<file path="config.mk">
export PLATFORM = sky130hd
export DESIGN_NAME = rv32i_interrupt_sequencer
export DESIGN_NICKNAME = d
export VERILOG_FILES = /design/src/rtl/rv32i_interrupt_sequencer_pkg.sv /design/src/rtl/rv32i_interrupt_sequencer.sv
export SDC_FILE = /design/constraint.sdc
export NUM_CORES = 1
export LEC_CHECK = 0
export ABC_AREA = 1
export ABC_CLOCK_PERIOD_IN_PS = 5200
export CORE_UTILIZATION = 51
export DETAILED_ROUTE_END_ITERATION = 7
export GPL_ROUTABILITY_DRIVEN = 0
export PLACE_DENSITY = 0.93
export SLEW_MARGIN = 20
export SYNTH_ARGS = -nofsm -noshare
export SYNTH_HDL_FRONTEND = slang
export SYNTH_SLANG_ARGS = --single-unit
export TNS_END_PERCENT = 50
</file>
<file path="constraint.sdc">
create_clock -name clk_i -period 5.2 [get_ports clk_i]
set_input_delay 1.04 -clock clk_i [delete_from_list [all_inputs] [get_ports clk_i]]
set_output_delay 1.04 -clock clk_i [all_outputs]
set_load 0.05 [all_outputs]
</file>
<file path="src/rtl/rv32i_interrupt_sequencer_pkg.sv">
// Shared encodings for the interrupt sequencer: its own FSM states and the
// controller-side interrupt_state codes it observes.
package rv32i_interrupt_sequencer_pkg;

  typedef enum logic [1:0] {
    ST_IDLE    = 2'b00,
    ST_TAKE    = 2'b01,
    ST_HANDLER = 2'b10,
    ST_RETURN  = 2'b11
  } seq_state_e;

  localparam logic [1:0] IRQ_IDLE    = 2'b00;
  localparam logic [1:0] IRQ_PEND    = 2'b01;
  localparam logic [1:0] IRQ_SERVICE = 2'b10;

endpackage

</file>
<file path="src/rtl/rv32i_interrupt_sequencer.sv">
// Core-side interrupt entry/return sequencer: takes a pending request at an
// instruction boundary, redirects fetch to the vector, and restores on mret.
module rv32i_interrupt_sequencer
  import rv32i_interrupt_sequencer_pkg::*;
#(
  parameter int XLEN = 32
) (
  input  logic            clk_i,
  input  logic            reset_i,
  input  logic [1:0]      interrupt_state_i,
  input  logic [XLEN-1:0] interrupt_vector_offset_i,
  output logic            interrupt_advance_o,
  output logic            clear_interrupt_o,
  input  logic [XLEN-1:0] vector_base_i,
  input  logic            instr_boundary_i,
  input  logic [XLEN-1:0] pc_i,
  input  logic            mret_i,
  output logic            redirect_valid_o,
  output logic [XLEN-1:0] redirect_pc_o,
  input  logic            redirect_ready_i,
  input  logic            mie_write_i,
  input  logic            mie_data_i,
  output logic            mie_o,
  output logic [XLEN-1:0] epc_o,
  output logic            in_handler_o,
  output logic            spurious_mret_o
);

  seq_state_e      state_q, state_d;
  logic            mie_q, mie_d;
  logic            mpie_q, mpie_d;
  logic [XLEN-1:0] epc_q, epc_d;
  logic [XLEN-1:0] target_q, target_d;
  logic            advance_q, advance_d;
  logic            clear_q, clear_d;
  logic            spurious_q, spurious_d;
  logic            take;
  logic            handshake;

  assign take      = (interrupt_state_i == IRQ_PEND) & mie_q & instr_boundary_i;
  assign handshake = redirect_valid_o & redirect_ready_i;

  always_comb begin
    state_d    = state_q;
    mie_d      = mie_q;
    mpie_d     = mpie_q;
    epc_d      = epc_q;
    target_d   = target_q;
    advance_d  = 1'b0;
    clear_d    = 1'b0;
    spurious_d = 1'b0;
    // Outside IDLE a CSR write goes to mpie so mret restores the written value.
    if (mie_write_i && state_q != ST_IDLE) begin
      mpie_d = mie_data_i;
    end
    unique case (state_q)
      ST_IDLE: begin
        spurious_d = mret_i & ~spurious_q;
        if (take) begin
          epc_d    = pc_i;
          target_d = vector_base_i + interrupt_vector_offset_i;
          mpie_d   = mie_write_i ? mie_data_i : mie_q;
          mie_d    = 1'b0;
          state_d  = ST_TAKE;
        end else if (mie_write_i) begin
          mie_d = mie_data_i;
        end
      end
      ST_TAKE: begin
        if (handshake) begin
          advance_d = 1'b1;
          state_d   = ST_HANDLER;
        end
      end
      ST_HANDLER: begin
        if (mret_i) begin
          mie_d    = mie_write_i ? mie_data_i : mpie_q;
          target_d = epc_q;
          clear_d  = 1'b1;
          state_d  = ST_RETURN;
        end
      end
      ST_RETURN: begin
        if (handshake) begin
          state_d = ST_IDLE;
        end
      end
      default: state_d = ST_IDLE;
    endcase
  end

  always_ff @(posedge clk_i) begin
    if (reset_i) begin
      state_q    <= ST_IDLE;
      mie_q      <= 1'b0;
      mpie_q     <= 1'b0;
      epc_q      <= '0;
      target_q   <= '0;
      advance_q  <= 1'b0;
      clear_q    <= 1'b0;
      spurious_q <= 1'b0;
    end else begin
      state_q    <= state_d;
      mie_q      <= mie_d;
      mpie_q     <= mpie_d;
      epc_q      <= epc_d;
      target_q   <= target_d;
      advance_q  <= advance_d;
      clear_q    <= clear_d;
      spurious_q <= spurious_d;
    end
  end

  assign redirect_valid_o    = (state_q == ST_TAKE) || (state_q == ST_RETURN);
  assign redirect_pc_o       = redirect_valid_o ? target_q : '0;
  assign interrupt_advance_o = advance_q;
  assign clear_interrupt_o   = clear_q;
  assign spurious_mret_o     = spurious_q;
  assign mie_o               = mie_q;
  assign epc_o               = epc_q;
  assign in_handler_o        = (state_q != ST_IDLE);

endmodule

</file>
# [Word-level counts from Yosys, hierarchy flattened]
# Index checks and enable logic that the tools add are counted.
[totals] regBits=71 inputBits=105
[classes] add_sub_neg=1 mux=19 eq_ne=8 reduce_logical=12 bitwise=8
[op_table] operator="2-to-1 mux 32 bit" count=3
[op_table] operator="one-hot mux 32 bit (2 select lines)" count=1
[op_table] operator="adder 32 bit" count=1
[op_table] operator="2-to-1 mux 1 bit" count=9
[op_table] operator="2-to-1 mux 2 bit" count=4
[op_table] operator="inequality test 2 bit, second input constant" count=4
[op_table] operator="one-hot mux 2 bit (4 select lines)" count=1
[op_table] operator="OR reduction 2 bit" count=3
[op_table] operator="bitwise AND 1 bit" count=4
[op_table] operator="== test 2 x 1 -> 1 bit, second input constant" count=2
[op_table] operator="== test 2 bit, second input constant" count=2
[op_table] operator="inverter 1 bit" count=4
[op_table] operator="AND reduction 2 bit" count=2
[op_table] operator="AND reduction 4 bit" count=1
[op_table] operator="nonzero test 2 bit" count=2
[op_table] operator="AND reduction 3 bit" count=1
[op_table] operator="zero test 2 bit" count=1
[op_table] operator="one-hot mux 1 bit (2 select lines)" count=1
[op_table] operator="logical AND 1 bit" count=1
[op_table] operator="logical OR 1 bit" count=1

# [Longest topological paths before layout]
# Gate-level depths: netlist of the first run.
[logic_depth] word_depth=5 ltp_mapped=13 ltp_nobuf=13

# [Worst setup path after synthesis of the first run]
# OpenSTA, ideal clock, no wires.
[synth_timing] kind="input to register" start="input port interrupt_vector_offset_i[0]" end="register target_q[16]" stages=10 arrival_time_ps=2474 path_slack_ps=2656 required_ps=5130 cell_sequence="ha_1 -> fa_1 -> nand3_1 -> nand3_1 -> nand2_1 -> nand2_2 -> a21oi_1 -> xnor2_1 -> nand2_1 -> a21oi_1"
[synth_between] elab_chain_cells=3
[synth_rtl] item="start: declaration" line="rv32i_interrupt_sequencer.sv:11" rtl="input logic [XLEN-1:0] interrupt_vector_offset_i,"
[synth_rtl] item="adder 32 bit" line="rv32i_interrupt_sequencer.sv:61" rtl="target_d = vector_base_i + interrupt_vector_offset_i;"
[synth_rtl] item="2-to-1 mux 32 bit" line="rv32i_interrupt_sequencer.sv:59" rtl="if (take) begin"
[synth_rtl] item="one-hot mux 32 bit (2 select lines)" line="rv32i_interrupt_sequencer.sv:56" rtl="unique case (state_q)"
[synth_rtl] item="end signal: assignment" line="rv32i_interrupt_sequencer.sv:107" rtl="target_q <= target_d;"
[synth_rtl] item="end: declaration" line="rv32i_interrupt_sequencer.sv:33" rtl="logic [XLEN-1:0] target_q, target_d;"
# Every way passes these cells. The select of a mux whose other input is x is not followed.
# A chain may end at the register's enable or synchronous reset.

# [Worst setup path after layout of the first run]
[layout_timing] start="register state_q[1]" end="output port redirect_pc_o[21]"
[layout_between] elab_chain_cells=3
[layout_rtl] item="start: declaration" line="rv32i_interrupt_sequencer.sv:29" rtl="seq_state_e state_q, state_d;"
[layout_rtl] item="start signal: assignment" line="rv32i_interrupt_sequencer.sv:103" rtl="state_q <= state_d;"
[layout_rtl] item="== test 2 x 1 -> 1 bit / == test 2 bit (equally long branches)" line="rv32i_interrupt_sequencer.sv:114" rtl="assign redirect_valid_o = (state_q == ST_TAKE) || (state_q == ST_RETURN);"
[layout_rtl] item="logical OR 1 bit (*)" line="rv32i_interrupt_sequencer.sv:114"
[layout_rtl] item="2-to-1 mux 32 bit (*)" line="rv32i_interrupt_sequencer.sv:115" rtl="assign redirect_pc_o = redirect_valid_o ? target_q : '0;"
[layout_rtl] item="end: declaration" line="rv32i_interrupt_sequencer.sv:19" rtl="output logic [XLEN-1:0] redirect_pc_o,"
# Every way passes the cells marked *; elsewhere a longest branch is shown, timed or not.

==> flow_summary.json, run 1 <==
{
  "final_max_slew_viol_count": 0,
  "relSlewSlack": 0.415,
  "clockRootBuffer": "clkbuf_8",
  "drtIter0Drc": 306,
  "crit_path_max_fanout": 19,
  "gr-total-overflow": 0,
  "wl_per_cell_um": 12.7,
  "antennaDiodeCount": 0,
  "required_ns": 4.16,
  "drv_cap": 0,
  "cts_made_buffers": 9,
  "fin_skew_ns": 0.00891,
  "die-area_mm2": 0.0112,
  "rows": 37,
  "synth_top_area_share": 0.257,
  "post-route-util": 0.721,
  "grt_use_total": 0.285,
  "synth_warnings": 0,
  "dp_cells": 1219,
  "finalHoldViolCount": 0,
  "dieHeight_um": 106,
  "post_cts_buffers": 0,
  "critical-path-slowest-cell": "clkdlybuf4s50_1",
  "cts_sinks": 71,
  "cts.reportedPaths.clkPinSlew_ns": 0.07,
  "fp.dieW_um": 106,
  "arrival_ns": 2.66,
  "core_mm2": 0.0104,
  "synth_edf_count": 0,
  "min_period_ns": 3.70,
  "cp_num_buf_inv": 3,
  "ios": 175,
  "vias_per_cell": 5.02,
  "ys_seq_elements": 71,
  "postCtsResizedCells": 0,
  "rsz0062_at_grt": "false",
  "drive_above_1_share": 0.0464,
  "synth_most_common_cell": "nand2_1",
  "finalSetupTns_ns": 0,
  "cts_tree": "built",
  "avgSynthCellArea_um2": 5.91,
  "place_hpwl_um": 12500,
  "slowest_delay_ns": 0.70,
  "via_count": 6205,
  "path_cells": "inv_1 -> ha_1 -> nor2_2 -> buf_4 -> nor2_1 -> clkdlybuf4s50_1",
  "synthesis.nets": 1076,
  "yosys-top-cells-area": "dfxtp_1 26%, nand2_1 18%, inv_1 12%",
  "synthCells": 935,
  "grt_pass1_vias": 5784,
  "start_util": 0.530,
  "setup_violations": 0,
  "vdd_drop_max_mv": 0.285,
  "layoutNonFillerInstCount": 1235,
  "io_buffer_count": 174,
  "power_density_mw_per_mm2": 351,
  "grt_max_degree": 52,
  "power.leakage_nw": 3.67,
  "syn_area_mm2": 0.00552,
  "dr.pass1.iters": 5,
  "status": "completed",
  "synth.largest_area_cell": "dfxtp_1",
  "critPathKind": "reg -> out",
  "clk_latency_ns": 0.34,
  "crit_path_start_kind": "flop",
  "grt_pass1_wl_um": 26100,
  "routed_wl_um": 15700,
  "post-route-period-util": 0.711,
  "drc": 0,
  "ys_seq_area_frac": 0.257,
  "endpoint_kind": "primary output",
  "crit_family": "buffers and inverters",
  "clock.fmax_mhz": 270,
  "synthArstFlopShare": 0,
  "whs_ns": 0.426,
  "postCtsHoldBufs": 0,
  "postRouteAntennaNets": 0,
  "synthFlopType": "dfxtp_1",
  "htreeDepth": 3,
  "hold_path.class": "reg -> reg",
  "final_nets": 1235,
  "synth.distinct_cells": 35,
  "cts_buffer_depth": 2,
  "area_growth_pct": 35.9,
  "synthTopCellsByCount": "259 x nand2_1, 173 x inv_1, 105 x nor2_1",
  "antenna_found_initial": 0,
  "tightest_slew_ns": 0.875
}
==> final cells by class <==
class / count / area [um^2]
clock buffers: 12 / 135
clock inverters: 4 / 70.1
fillers: 880 / 2910
inverters: 178 / 671
multi-input cells: 657 / 3270
flip-flops and latches: 71 / 1420
well taps: 136 / 170
repair buffers: 177 / 1760
==> where the power goes <==
part / switching, W / internal, W
Clock: 0.000191 / 0.000269
Sequential: 0.0000699 / 0.000676
Combinational: 0.000954 / 0.000479
Total: 0.00121 / 0.00142
==> flip-flops by register name, indices dropped and copies added, names as in the netlist <==
register	flops
clear_interrupt_o	1
interrupt_advance_o	1
state_q	2
target_q	32
epc_o	32
spurious_mret_o	1
mpie_q	1
mie_o	1
==> placed cells by master (no fill, tap or decap), types with 9 or more instances in the layout <==
cell             count
dfxtp_1             71
nand2_1            259
o21ai_0             53
xor2_1              12
a21oi_1             98
inv_1              172
nand3_1             40
nand2_2             13
ha_1                35
clkbuf_8             9
clkdlybuf4s50_1    174
nor2_1             104
==> cell families (layout without fill, tap and decap cells) <==
logic type	count (synthesis)	count (layout)	share of synthesized area
AND/OR/NAND/NOR	437	437	0.325
buffers and inverters	207	371	0.150
AO/OA/AOI/OAI	168	168	0.159
flip-flops	71	71	0.257
adder cells (fa/ha/maj)	36	36	0.0829
XOR/XNOR	16	16	0.0254
==> worst reg2reg max path, cell delays in order, from the launching register on <==
cell	delay (ns)
dfxtp_1	0.40
inv_1	0.08
ha_1	0.24
inv_4	0.30
nor2_1	0.13
a21oi_2	0.19
nand2_2	0.51
inv_2	0.47
o21ai_0	0.14
a21oi_1	0.19
==> metal layers <==
metal,track usage,share of wire
met1,0.353,0.43
met2,0.494,0.48
met5,0,0
met4,0.105,0.031
met3,0.0478,0.063
==> through the flow <==
step / area [um^2] / setup slack, ns / total power (W)
floorplan: 5520 / 2.66 / 0.00181
global placement: 7300 / 1.95 / 0.00214
detailed placement: 7300 / 1.89 / 0.00217
CTS: 7510 / 1.50 / 0.00264
global route: 7510 / 1.39 / 0.00284
finish: 7510 / 1.50 / 0.00264
==> final timing paths <==
path	startpoint	end	slack, ns	cells past startpoint
setup / recovery	state_q[1]	redirect_pc_o[21]	1.50	6
hold / removal	spurious_mret_o	spurious_mret_o	0.43	1
setup reg to reg	state_q[0]	target_q[3]	2.49	9
hold reg to reg	spurious_mret_o	spurious_mret_o	0.43	1
(Power assumes the default switching activity.)
==> run 2, diff against run 1 <==
- ABC_CLOCK_PERIOD_IN_PS: 5200 -> 3230
- CORE_UTILIZATION: 51 -> 43
- PLACE_DENSITY: 0.93 -> 0.84
- clock period: 5.2 -> 3.23 ns (I/O delays scaled with it)
==> run 2 against run 1 <==
Effect of this change: setup slack got worse by 1.2 ns; combinational power rose by 67%; die area is 18% higher; global-route usage shrank 3.4 points; final area rose by 2.4%; critical path depth unchanged; register-to-register slack got worse by 1.5 ns; sequential share of layout area decreased by 0.44 points; sequential cell count is the same; via count increased by 1.3%.
==> flow_summary.json, run 2 (same netlist as run 1, synthesis figures left out) <==
{
  "final_max_slew_viol_count": 0,
  "io_buffer_count": 174,
  "htreeDepth": 3,
  "wl_per_cell_um": 12.9,
  "mostFrequentLayoutCells": "259 x nand2_1, 174 x clkdlybuf4s50_1, 173 x inv_1",
  "core_mm2": 0.0126,
  "grt_pass1_wl_um": 26100,
  "mostFrequentLayoutCell": "nand2_1",
  "clock.fmax_mhz": 346,
  "timing.rr.end": "target_q[24]",
  "clockRootBuffer": "clkbuf_16",
  "post-route-util": 0.611,
  "crit_path_max_fanout": 28,
  "hold_path.class": "reg -> reg",
  "endpoint_kind": "primary output",
  "relSlewSlack": 0.456,
  "post-route-period-util": 0.895,
  "reg2reg_depth": 10,
  "via_count": 6285,
  "dr.pass1.iters": 5,
  "crit_path_start_kind": "flop",
  "min_period_ns": 2.89,
  "arrival_ns": 2.24,
  "power_density_mw_per_mm2": 594,
  "antenna_found_initial": 0,
  "cts_sinks": 71,
  "cts_tree": "built",
  "postCtsResizedCells": 0,
  "die-area_mm2": 0.0133,
  "clk_latency_ns": 0.34,
  "status": "completed",
  "power.leakage_nw": 3.74,
  "drive_above_1_share": 0.0490,
  "cts_buffer_depth": 2,
  "drtIter0Drc": 445,
  "r2r_start": "state_q[0]",
  "place_hpwl_um": 12800,
  "antennaDiodeCount": 0,
  "vdd_drop_max_mv": 0.465,
  "cts_made_buffers": 9,
  "grt_use_total": 0.251,
  "fin_skew_ns": 0.00571,
  "cts.reportedPaths.clkPinSlew_ns": 0.06,
  "grt_max_degree": 52,
  "routed_wl_um": 16400,
  "final_nets": 1238,
  "start_util": 0.439,
  "hp-start": "spurious_mret_o",
  "rows": 41,
  "required_ns": 2.58,
  "finalSetupTns_ns": 0,
  "grt_pass1_vias": 5693,
  "drc": 0,
  "postCtsHoldBufs": 0,
  "area_growth_pct": 39.2,
  "drv_cap": 0,
  "tightest_slew_ns": 0.814,
  "critPathKind": "reg -> out",
  "gr-total-overflow": 0,
  "fp.dieW_um": 115,
  "reg2reg_slack_ns": 1.02,
  "postRouteAntennaNets": 0,
  "post_cts_buffers": 0,
  "vias_per_cell": 4.93,
  "hold_end": "spurious_mret_o",
  "finalHoldViolCount": 0,
  "setup_violations": 0,
  "ios": 175,
  "whs_ns": 0.432,
  "rsz0062_at_grt": "false",
  "hold_depth": 1,
  "dieHeight_um": 115
}
## run 2: changes by cell type in the layout (fill, tap and decap cells not counted), sizes merged
cell | before | now
clkinv | 2 | 3
buf | 3 | 6
bufinv | 2 | 1
## run 2: cell type report
cell class | count | area, um^2
clock buffers | 12 | 246
clock inverters | 4 | 45.0
fillers | 1192 | 4880
inverters | 178 | 671
multi-input cells | 657 | 3270
flip-flops and latches | 71 | 1420
well taps | 172 | 215
repair buffers | 180 | 1810
## run 2: how the worst max path moves through the flow
stage | start | end | cells past startpoint
after detailed placement | interrupt_vector_offset_i[0] | target_q[28] | 13
final | state_q[1] | redirect_pc_o[28] | 6
after global placement | interrupt_vector_offset_i[0] | target_q[28] | 13
after floorplan | interrupt_vector_offset_i[0] | target_q[16] | 10
after global routing | state_q[1] | redirect_pc_o[28] | 6
after CTS | state_q[1] | redirect_pc_o[28] | 6
## run 2: stage by stage
stage          instance area (um^2)  cells  setup slack (ns)  total power [W]
3_3_place_gp                   7390   1258             0.538          0.00355
6_report                       7680   1274             0.340          0.00456
3_5_place_dp                   7390   1258             0.458          0.00358
4_1_cts                        7680   1274             0.333          0.00458
5_1_grt                        7680   1274             0.204          0.00489
2_1_floorplan                  5520    935              1.08          0.00291
## run 2: power by group
| part | total, W | internal, W | switching, W |
|---|---|---|---|
| registers | 0.00120 | 0.00109 | 0.000108 |
| logic | 0.00239 | 0.000815 | 0.00157 |
| clock network | 0.000979 | 0.000615 | 0.000364 |
| total | 0.00456 | 0.00252 | 0.00204 |
## run 2: per-layer routing
layer / vias to the layer above / track usage / share of wire
li1: 3219 / - / -
met1: 2789 / 0.295 / 0.42
met2: 247 / 0.450 / 0.48
met3: 30 / 0.0554 / 0.074
met4: 0 / 0.0823 / 0.019
met5: - / 0 / 0
## run 2: worst max-delay path, stage by stage (launching register included)
cell	delay, ns
dfxtp_1	0.35
inv_1	0.08
ha_1	0.20
nor2_2	0.10
buf_4	0.31
nor2_1	0.08
clkdlybuf4s50_1	0.76
